File: src/rtl/vga_pkg.sv
// -----------------------------------------------------------------------------
// vga_pkg
// Shared 640x480@60 Hz timing constants for the VGA sync generator and the
// snake renderer. Holds the default porch/sync widths, the derived line and
// frame totals, and the coordinate width used on pixel_x/pixel_y.
// No ports (package).
// -----------------------------------------------------------------------------
package vga_pkg;

  localparam int COORD_W = 10;

  typedef logic [COORD_W-1:0] coord_t;

  localparam int H_VISIBLE_DEF = 640;
  localparam int H_FRONT_DEF   = 16;
  localparam int H_SYNC_DEF    = 96;
  localparam int H_BACK_DEF    = 48;

  localparam int V_VISIBLE_DEF = 480;
  localparam int V_FRONT_DEF   = 10;
  localparam int V_SYNC_DEF    = 2;
  localparam int V_BACK_DEF    = 33;

  localparam int H_TOTAL_DEF = H_VISIBLE_DEF + H_FRONT_DEF + H_SYNC_DEF + H_BACK_DEF;
  localparam int V_TOTAL_DEF = V_VISIBLE_DEF + V_FRONT_DEF + V_SYNC_DEF + V_BACK_DEF;

  localparam int FRAME_CYCLES_DEF = H_TOTAL_DEF * V_TOTAL_DEF;

endpackage

File: src/rtl/mod_counter.sv
// -----------------------------------------------------------------------------
// mod_counter
// Modulo-MODULUS up-counter used for both the horizontal and vertical
// position counters of vga_sync.
// Ports:
//   clock  - pixel clock
//   reset  - asynchronous, active-high; clears count to 0
//   inc    - advance the count this cycle
//   count  - current value, 0..MODULUS-1
//   wrap   - high when inc is set and count is at MODULUS-1 (next edge -> 0)
// -----------------------------------------------------------------------------
module mod_counter
  import vga_pkg::*;
#(
  parameter int MODULUS = H_TOTAL_DEF,
  parameter int WIDTH   = COORD_W
) (
  input  logic             clock,
  input  logic             reset,
  input  logic             inc,
  output logic [WIDTH-1:0] count,
  output logic             wrap
);

  localparam logic [WIDTH-1:0] LAST = WIDTH'(MODULUS - 1);

  logic at_last;

  assign at_last = (count == LAST);
  assign wrap    = inc && at_last;

  always_ff @(posedge clock or posedge reset) begin
    if (reset) begin
      count <= '0;
    end else if (inc) begin
      count <= at_last ? '0 : count + WIDTH'(1);
    end
  end

endmodule

File: src/rtl/vga_sync.sv
// -----------------------------------------------------------------------------
// vga_sync
// Horizontal/vertical timing generator for the 640x480@60 Hz display path.
// Produces active-low hsync/vsync, the current pixel coordinates, a
// visible-area flag and per-line / per-frame ticks.
//
// Build option: VGA_SYNC_REG_OUT_EN
//   defined   - every output is registered (1-cycle latency from counters,
//               glitch-free)
//   undefined - outputs are combinational decodes of the counters; video_on
//               is forced low while reset is high
//
// Ports:
//   clock25    - 25 MHz pixel clock
//   reset      - asynchronous, active-high
//   hsync      - horizontal sync, active low
//   vsync      - vertical sync, active low
//   video_on   - high inside the visible area
//   pixel_x    - current column
//   pixel_y    - current line
//   line_tick  - one-cycle pulse on the last pixel of each line
//   frame_tick - one-cycle pulse on the last pixel of each frame
// -----------------------------------------------------------------------------
module vga_sync
  import vga_pkg::*;
#(
  parameter int H_VISIBLE = H_VISIBLE_DEF,
  parameter int H_FRONT   = H_FRONT_DEF,
  parameter int H_SYNC    = H_SYNC_DEF,
  parameter int H_BACK    = H_BACK_DEF,
  parameter int V_VISIBLE = V_VISIBLE_DEF,
  parameter int V_FRONT   = V_FRONT_DEF,
  parameter int V_SYNC    = V_SYNC_DEF,
  parameter int V_BACK    = V_BACK_DEF
) (
  input  logic               clock25,
  input  logic               reset,
  output logic               hsync,
  output logic               vsync,
  output logic               video_on,
  output logic [COORD_W-1:0] pixel_x,
  output logic [COORD_W-1:0] pixel_y,
  output logic               line_tick,
  output logic               frame_tick
);

  localparam int H_TOTAL = H_VISIBLE + H_FRONT + H_SYNC + H_BACK;
  localparam int V_TOTAL = V_VISIBLE + V_FRONT + V_SYNC + V_BACK;

  localparam coord_t H_VIS_C  = coord_t'(H_VISIBLE);
  localparam coord_t HS_START = coord_t'(H_VISIBLE + H_FRONT);
  localparam coord_t HS_END   = coord_t'(H_VISIBLE + H_FRONT + H_SYNC - 1);
  localparam coord_t V_VIS_C  = coord_t'(V_VISIBLE);
  localparam coord_t VS_START = coord_t'(V_VISIBLE + V_FRONT);
  localparam coord_t VS_END   = coord_t'(V_VISIBLE + V_FRONT + V_SYNC - 1);

  coord_t h_count;
  coord_t v_count;
  logic   h_wrap;
  logic   v_wrap;

  mod_counter #(
    .MODULUS (H_TOTAL),
    .WIDTH   (COORD_W)
  ) u_h_counter (
    .clock (clock25),
    .reset (reset),
    .inc   (1'b1),
    .count (h_count),
    .wrap  (h_wrap)
  );

  // The vertical counter only advances on the last pixel of a line, so its
  // wrap coincides with the horizontal wrap at (H_TOTAL-1, V_TOTAL-1).
  mod_counter #(
    .MODULUS (V_TOTAL),
    .WIDTH   (COORD_W)
  ) u_v_counter (
    .clock (clock25),
    .reset (reset),
    .inc   (h_wrap),
    .count (v_count),
    .wrap  (v_wrap)
  );

  logic hsync_d;
  logic vsync_d;
  logic video_d;
  logic line_d;
  logic frame_d;

  // Both sync decodes sit at the same logic depth from the counters, so the
  // hsync/vsync phase relationship does not depend on the build option.
  assign hsync_d = !((h_count >= HS_START) && (h_count <= HS_END));
  assign vsync_d = !((v_count >= VS_START) && (v_count <= VS_END));
  assign video_d = (h_count < H_VIS_C) && (v_count < V_VIS_C);
  assign line_d  = h_wrap;
  assign frame_d = v_wrap;

`ifdef VGA_SYNC_REG_OUT_EN

  always_ff @(posedge clock25 or posedge reset) begin
    if (reset) begin
      hsync      <= 1'b1;
      vsync      <= 1'b1;
      video_on   <= 1'b0;
      pixel_x    <= '0;
      pixel_y    <= '0;
      line_tick  <= 1'b0;
      frame_tick <= 1'b0;
    end else begin
      hsync      <= hsync_d;
      vsync      <= vsync_d;
      video_on   <= video_d;
      pixel_x    <= h_count;
      pixel_y    <= v_count;
      line_tick  <= line_d;
      frame_tick <= frame_d;
    end
  end

`else

  // Counters reset to (0,0), which decodes as visible; gate video_on so the
  // renderer sees a blank screen for the whole reset interval.
  assign hsync      = hsync_d;
  assign vsync      = vsync_d;
  assign video_on   = video_d && !reset;
  assign pixel_x    = h_count;
  assign pixel_y    = v_count;
  assign line_tick  = line_d;
  assign frame_tick = frame_d;

`endif

endmodule

File: config.mk
export PLATFORM = sky130hd
export DESIGN_NAME = vga_sync
export DESIGN_NICKNAME = d
export VERILOG_FILES = /design/src/rtl/vga_pkg.sv /design/src/rtl/mod_counter.sv /design/src/rtl/vga_sync.sv
export SDC_FILE = /design/constraint.sdc
export NUM_CORES = 1
export LEC_CHECK = 0
export ABC_AREA = 1
export BUFFER_PORTS_ARGS = -buffer_cell sky130_fd_sc_hd__buf_2
export CORE_MARGIN = 2
export CORE_UTILIZATION = 50
export CTS_CLUSTER_DIAMETER = 150
export DETAILED_ROUTE_END_ITERATION = 16
export PLACE_DENSITY = 0.74
export SLEW_MARGIN = 0
export SYNTH_ARGS = -nofsm -noshare
export SYNTH_HDL_FRONTEND = slang
export SYNTH_SLANG_ARGS = --single-unit
File: constraint.sdc
create_clock -name clock25 -period 5.3 [get_ports clock25]
set_clock_uncertainty 0.2 [all_clocks]
set_input_delay 1.59 -clock clock25 [delete_from_list [all_inputs] [get_ports clock25]]
set_output_delay 1.59 -clock clock25 [all_outputs]
set_load 0.1 [all_outputs]
# ---- Yosys cells after proc, flatten, opt, wreduce, memory -nomap -nowiden
# Cells that the tools add are included.
dict set report word_totals {
  reg_bits 20
  latchBits 0
  mem_bits_rw 0
  rom_bits 0
  in_bits 2
  out_inout_bits 25
  elab_cells 22
  memories 0
}
dict set report op_classes {
  addsub 2
  n_mul 0
  n_div 0
  order_cmp 6
  n_eq_ne 2
  shifts 0
  muxes 2
  n_bitwise 0
  reduce_logical 8
}
# cell n
set ops {}
lappend ops {{$add 10x1->10 const B} 2}
lappend ops {{$eq 10x10->1 const B} 2}
lappend ops {{$mux 10} 2}
lappend ops {{$ge 10x10->1 const B} 1}
lappend ops {{$ge 10x9->1 const B} 1}
lappend ops {{$le 10x10->1 const B} 1}
lappend ops {{$le 10x9->1 const B} 1}
lappend ops {{$lt 10x10->1 const B} 1}
lappend ops {{$lt 10x9->1 const B} 1}
lappend ops {{$logic_and 1x1->1} 5}
lappend ops {{$logic_not 1->1} 3}

# ---- Longest topological paths before layout
dict set report depth {
  depth_word 3
  mapped_depth 9
}

# ---- Modules after synthesis
# From an unflattened synthesis, not the netlist that was laid out.
dict set report unflattened {
  cells_unflattened 183
  area_unflattened_um2 1308.8
}
# mod instances cells_each area_each_um2 seq_area_each_um2
set modules_own_cells {}
lappend modules_own_cells {{mod_counter at u_v_counter} 1 81 608.1 250.2}
lappend modules_own_cells {{mod_counter at u_h_counter} 1 78 575.6 250.2}
lappend modules_own_cells {vga_sync 1 24 125.1 0.0}

# ---- Worst setup path before layout
# No wires, ideal clock.
dict set report synth_timing {
  path_type {input-to-output}
  from {input port reset}
  to {output port video_on}
  t_arrival_ns 4.549
  required_time_ns 3.510
  path_slack_ns -1.039
  cell_stages 1
  path_buffers 0
  path_cell_list {nor4_1}
}
dict set report synth_via {
  elab_chain_cells 2
}
# element line_no
set synth_rtl {}
lappend synth_rtl {{from (decl)} vga_sync.sv:37} ;# input logic reset,
lappend synth_rtl {{$logic_not 1->1 (no line)} --}
lappend synth_rtl {{$logic_and 1x1->1} vga_sync.sv:128} ;# assign video_on = video_d && !reset;
lappend synth_rtl {{to (decl)} vga_sync.sv:40} ;# output logic video_on,
# Every way passes these cells.

# ---- Worst setup path in the final report
# Same ends and word-level chain as after synthesis.

==> reports/results.txt <==
Cells resized by post-CTS repair: 0
Crit Path Class: in -> out
Cell leakage power: 0.779 nW
Io pins: 27
Upper clock frequency limit: 0.241 GHz
Max Slew Vio Count: 0
Final setup violation count: 0
Category of the worst setup path launch point: primary input
DIE HEIGHT: 53.3 um
R2R Path Start: u_h_counter.count[0]
H-tree levels: 1
Post-synthesis instance area: 0.00122 mm2
Hpwl dp: 1940 um
Top-area cell type share of the netlist area: 41.1%
Unrepaired setup endpoints after global routing: false
Via count of the first global-routing pass: 936
Mapped Cells: 161
Setup TNS after final layout: 0 ns
Via/cell ratio: 5.05
Share of synthesized registers carrying an async set or reset: 100%
First-pass DRT Iterations: 4
Most used flip-flop cell after synthesis: dfrtp_1
Outcome: finished, final reports clean
Routed wire length: 2550 um
Initial standard-cell utilization of the core: 54.0%
Die Width: 53.3 um
Routed Antenna Nets: 0
Critical-path maximum fanout: 2
Power per standard cell area: 177 mW/mm2
Standard-cell row count: 17
Final nets: 198
Top area cells in the synthesized netlist: dfrtp_1 41%, nand2_1 11%, inv_1 8.0%
Count of vias placed by the detailed router: 1101
Number of CTS-inserted buffers: 3
Reg2reg end: u_v_counter.count[8]
Cell type with the highest aggregate area in the netlist: dfrtp_1
Cell chosen for the clock root: clkbuf_4
Post-synth EDFFs: 0
Endpoint, Worst Hold: u_v_counter.count[8]
Share of synthesized area occupied by flip-flops and latches: 41.1%
Hold Path Cell Cnt: 1
Clock latency on the worst-skew pair: 0.31 ns
Maximum number of pins on one net before global-route repair: 21
Mean post-synth cell area: 7.56 um2
Count of buffers inserted at the top-level ports: 26
Wire length of the first global-routing pass: 4200 um
Measured slew at the worst slew-check pin: 0.772 ns
Number of buffers added for setup after CTS: 0
Die area: 0.00285 mm2
Clock net sink count: 20
Post-route minimum period: 4.16 ns
Core Box Area: 0.00225 mm2
Maximum Capacitance Violations: 0
Min-Delay Startpoint: u_v_counter.count[8]
Total grt overflow: 0
Synthesized netlist net count: 168
Count of yosys warnings during synthesis: 0
RD Place Congestion: 0.833
Count of inserted antenna diode cells: 0
Final core utilization: 62.7%
Worst setup EP type: primary output
Min-Delay Path Class: reg -> reg
Clock-pin slew on the worst setup and hold paths: 0.12 ns
Post-synth top cells: 37 x nand2_1, 26 x inv_1, 20 x dfrtp_1, 20 x nor2_1, 11 x nand3_1
Fin crit share: 78.4%
Register-to-register setup slack: 3.57 ns
P&R area growth vs syn: 16.1%
Hold Violations, Final: 0
Data required time at the worst endpoint: 3.51 ns
Fraction of layout cells with a size suffix above 1: 22.6%
Number of distinct standard cells referenced by the synthesized netlist: 23
Iteration-0 DRC Markers: 38
Number of flip-flops and latches in the synthesized netlist: 20
Worst reg-to-reg path cell count: 6
Drc violations: 0
Count of hold-fix buffers inserted at cts: 0
Overall Global Routing Usage: 20.9%
Library cell with the highest instance count after synthesis: nand2_1
Clock tree from TritonCTS: done
Initial antenna violation count: 0
Critical path arrival: 2.37 ns
Maximum vdd ir drop: 0.148 mV
Number of buffers on the longest clock path: 2
Wirelength per Cell: 11.7 um
Max-slew headroom at the worst pin: 48.5%
[registers in the layout, indices dropped and copies added, names as in the netlist]
name / count
u_h_counter.count: 10
u_v_counter.count: 10
[layout make-up]
type                            instances  area [um2]
Sequential cell                        20         500
Clock buffer                            4        36.3
Multi-Input combinational cell        113         609
Fill cell                             234         841
Timing Repair Buffer                   26         130
Inverter                               27         103
Tap cell                               28        35.0
[placed cells by master, fill, tap and decap left out]
cell type / netlist / layout
nand2_1: 37 / 37
inv_1: 26 / 26
buf_2: 0 / 26
nor2_1: 20 / 20
dfrtp_1: 20 / 20
nand3_1: 11 / 11
xor2_1: 8 / 8
nor2_2: 7 / 7
a21oi_1: 5 / 5
ha_1: 5 / 5
o21ai_0: 4 / 4
nor3_1: 4 / 4
clkbuf_4: 0 / 3
nand2_2: 2 / 2
nand4_1: 2 / 2
nand3_4: 1 / 1
clkinv_2: 1 / 1
nand3_2: 1 / 1
nand3b_1: 1 / 1
nor4_2: 0 / 1
o22ai_1: 1 / 1
nor3b_1: 1 / 1
o211ai_1: 1 / 1
o21ai_1: 1 / 1
clkbuf_8: 0 / 1
[power breakdown]
| part | internal (mW) | switching [mW] |
|---|---|---|
| Sequential | 0.153 | 0 |
| Clock | 0.0420 | 0.0492 |
| Combinational | 0.000889 | 0.00627 |
| Total | 0.195 | 0.0554 |
[routing by layer]
metal,global-route usage (%),share of wire (%),vias up
met2,34.0,47,28
met3,4.24,3.5,4
li1,-,-,564
met1,26.2,48,505
met4,10.3,1.4,0
met5,0,0,-
[worst max path at each step]
stage | to | depth (start not counted) | from | slack (ns)
2_1_floorplan | video_on | 1 | reset | 0.17
3_3_place_gp | video_on | 3 | reset | 1.14
3_5_place_dp | video_on | 3 | reset | 1.14
4_1_cts | video_on | 3 | reset | 1.14
5_1_grt | video_on | 3 | reset | 1.09
6_report | video_on | 3 | reset | 1.14
[cells by family (layout without fill, tap and decap cells)]
group / after synthesis / in the layout / share of synthesized area [%]
compound gates: 12 / 12 / 5.24
xor+xnor: 8 / 8 / 5.76
fa+ha+maj: 5 / 5 / 5.14
buf+inv: 28 / 57 / 9.35
flops: 20 / 20 / 41.1
simple gates: 88 / 88 / 33.4
[metrics by stage]
step	hold WS, ns	power, mW	std cells	setup WS [ns]	instance area, um2
after floorplan	0.820	0.161	161	0.172	1220
after global placement	0.340	0.163	214	1.14	1380
after detailed placement	0.340	0.163	214	1.14	1380
after CTS	0.357	0.256	218	1.14	1410
after global routing	0.380	0.260	218	1.09	1410
final	0.359	0.251	218	1.14	1410
[critical path, stage by stage]
cell and delay, ns:
buf_2 0.11, nor4_2 0.21, buf_2 0.45
Power figures use the tool's default switching activity.
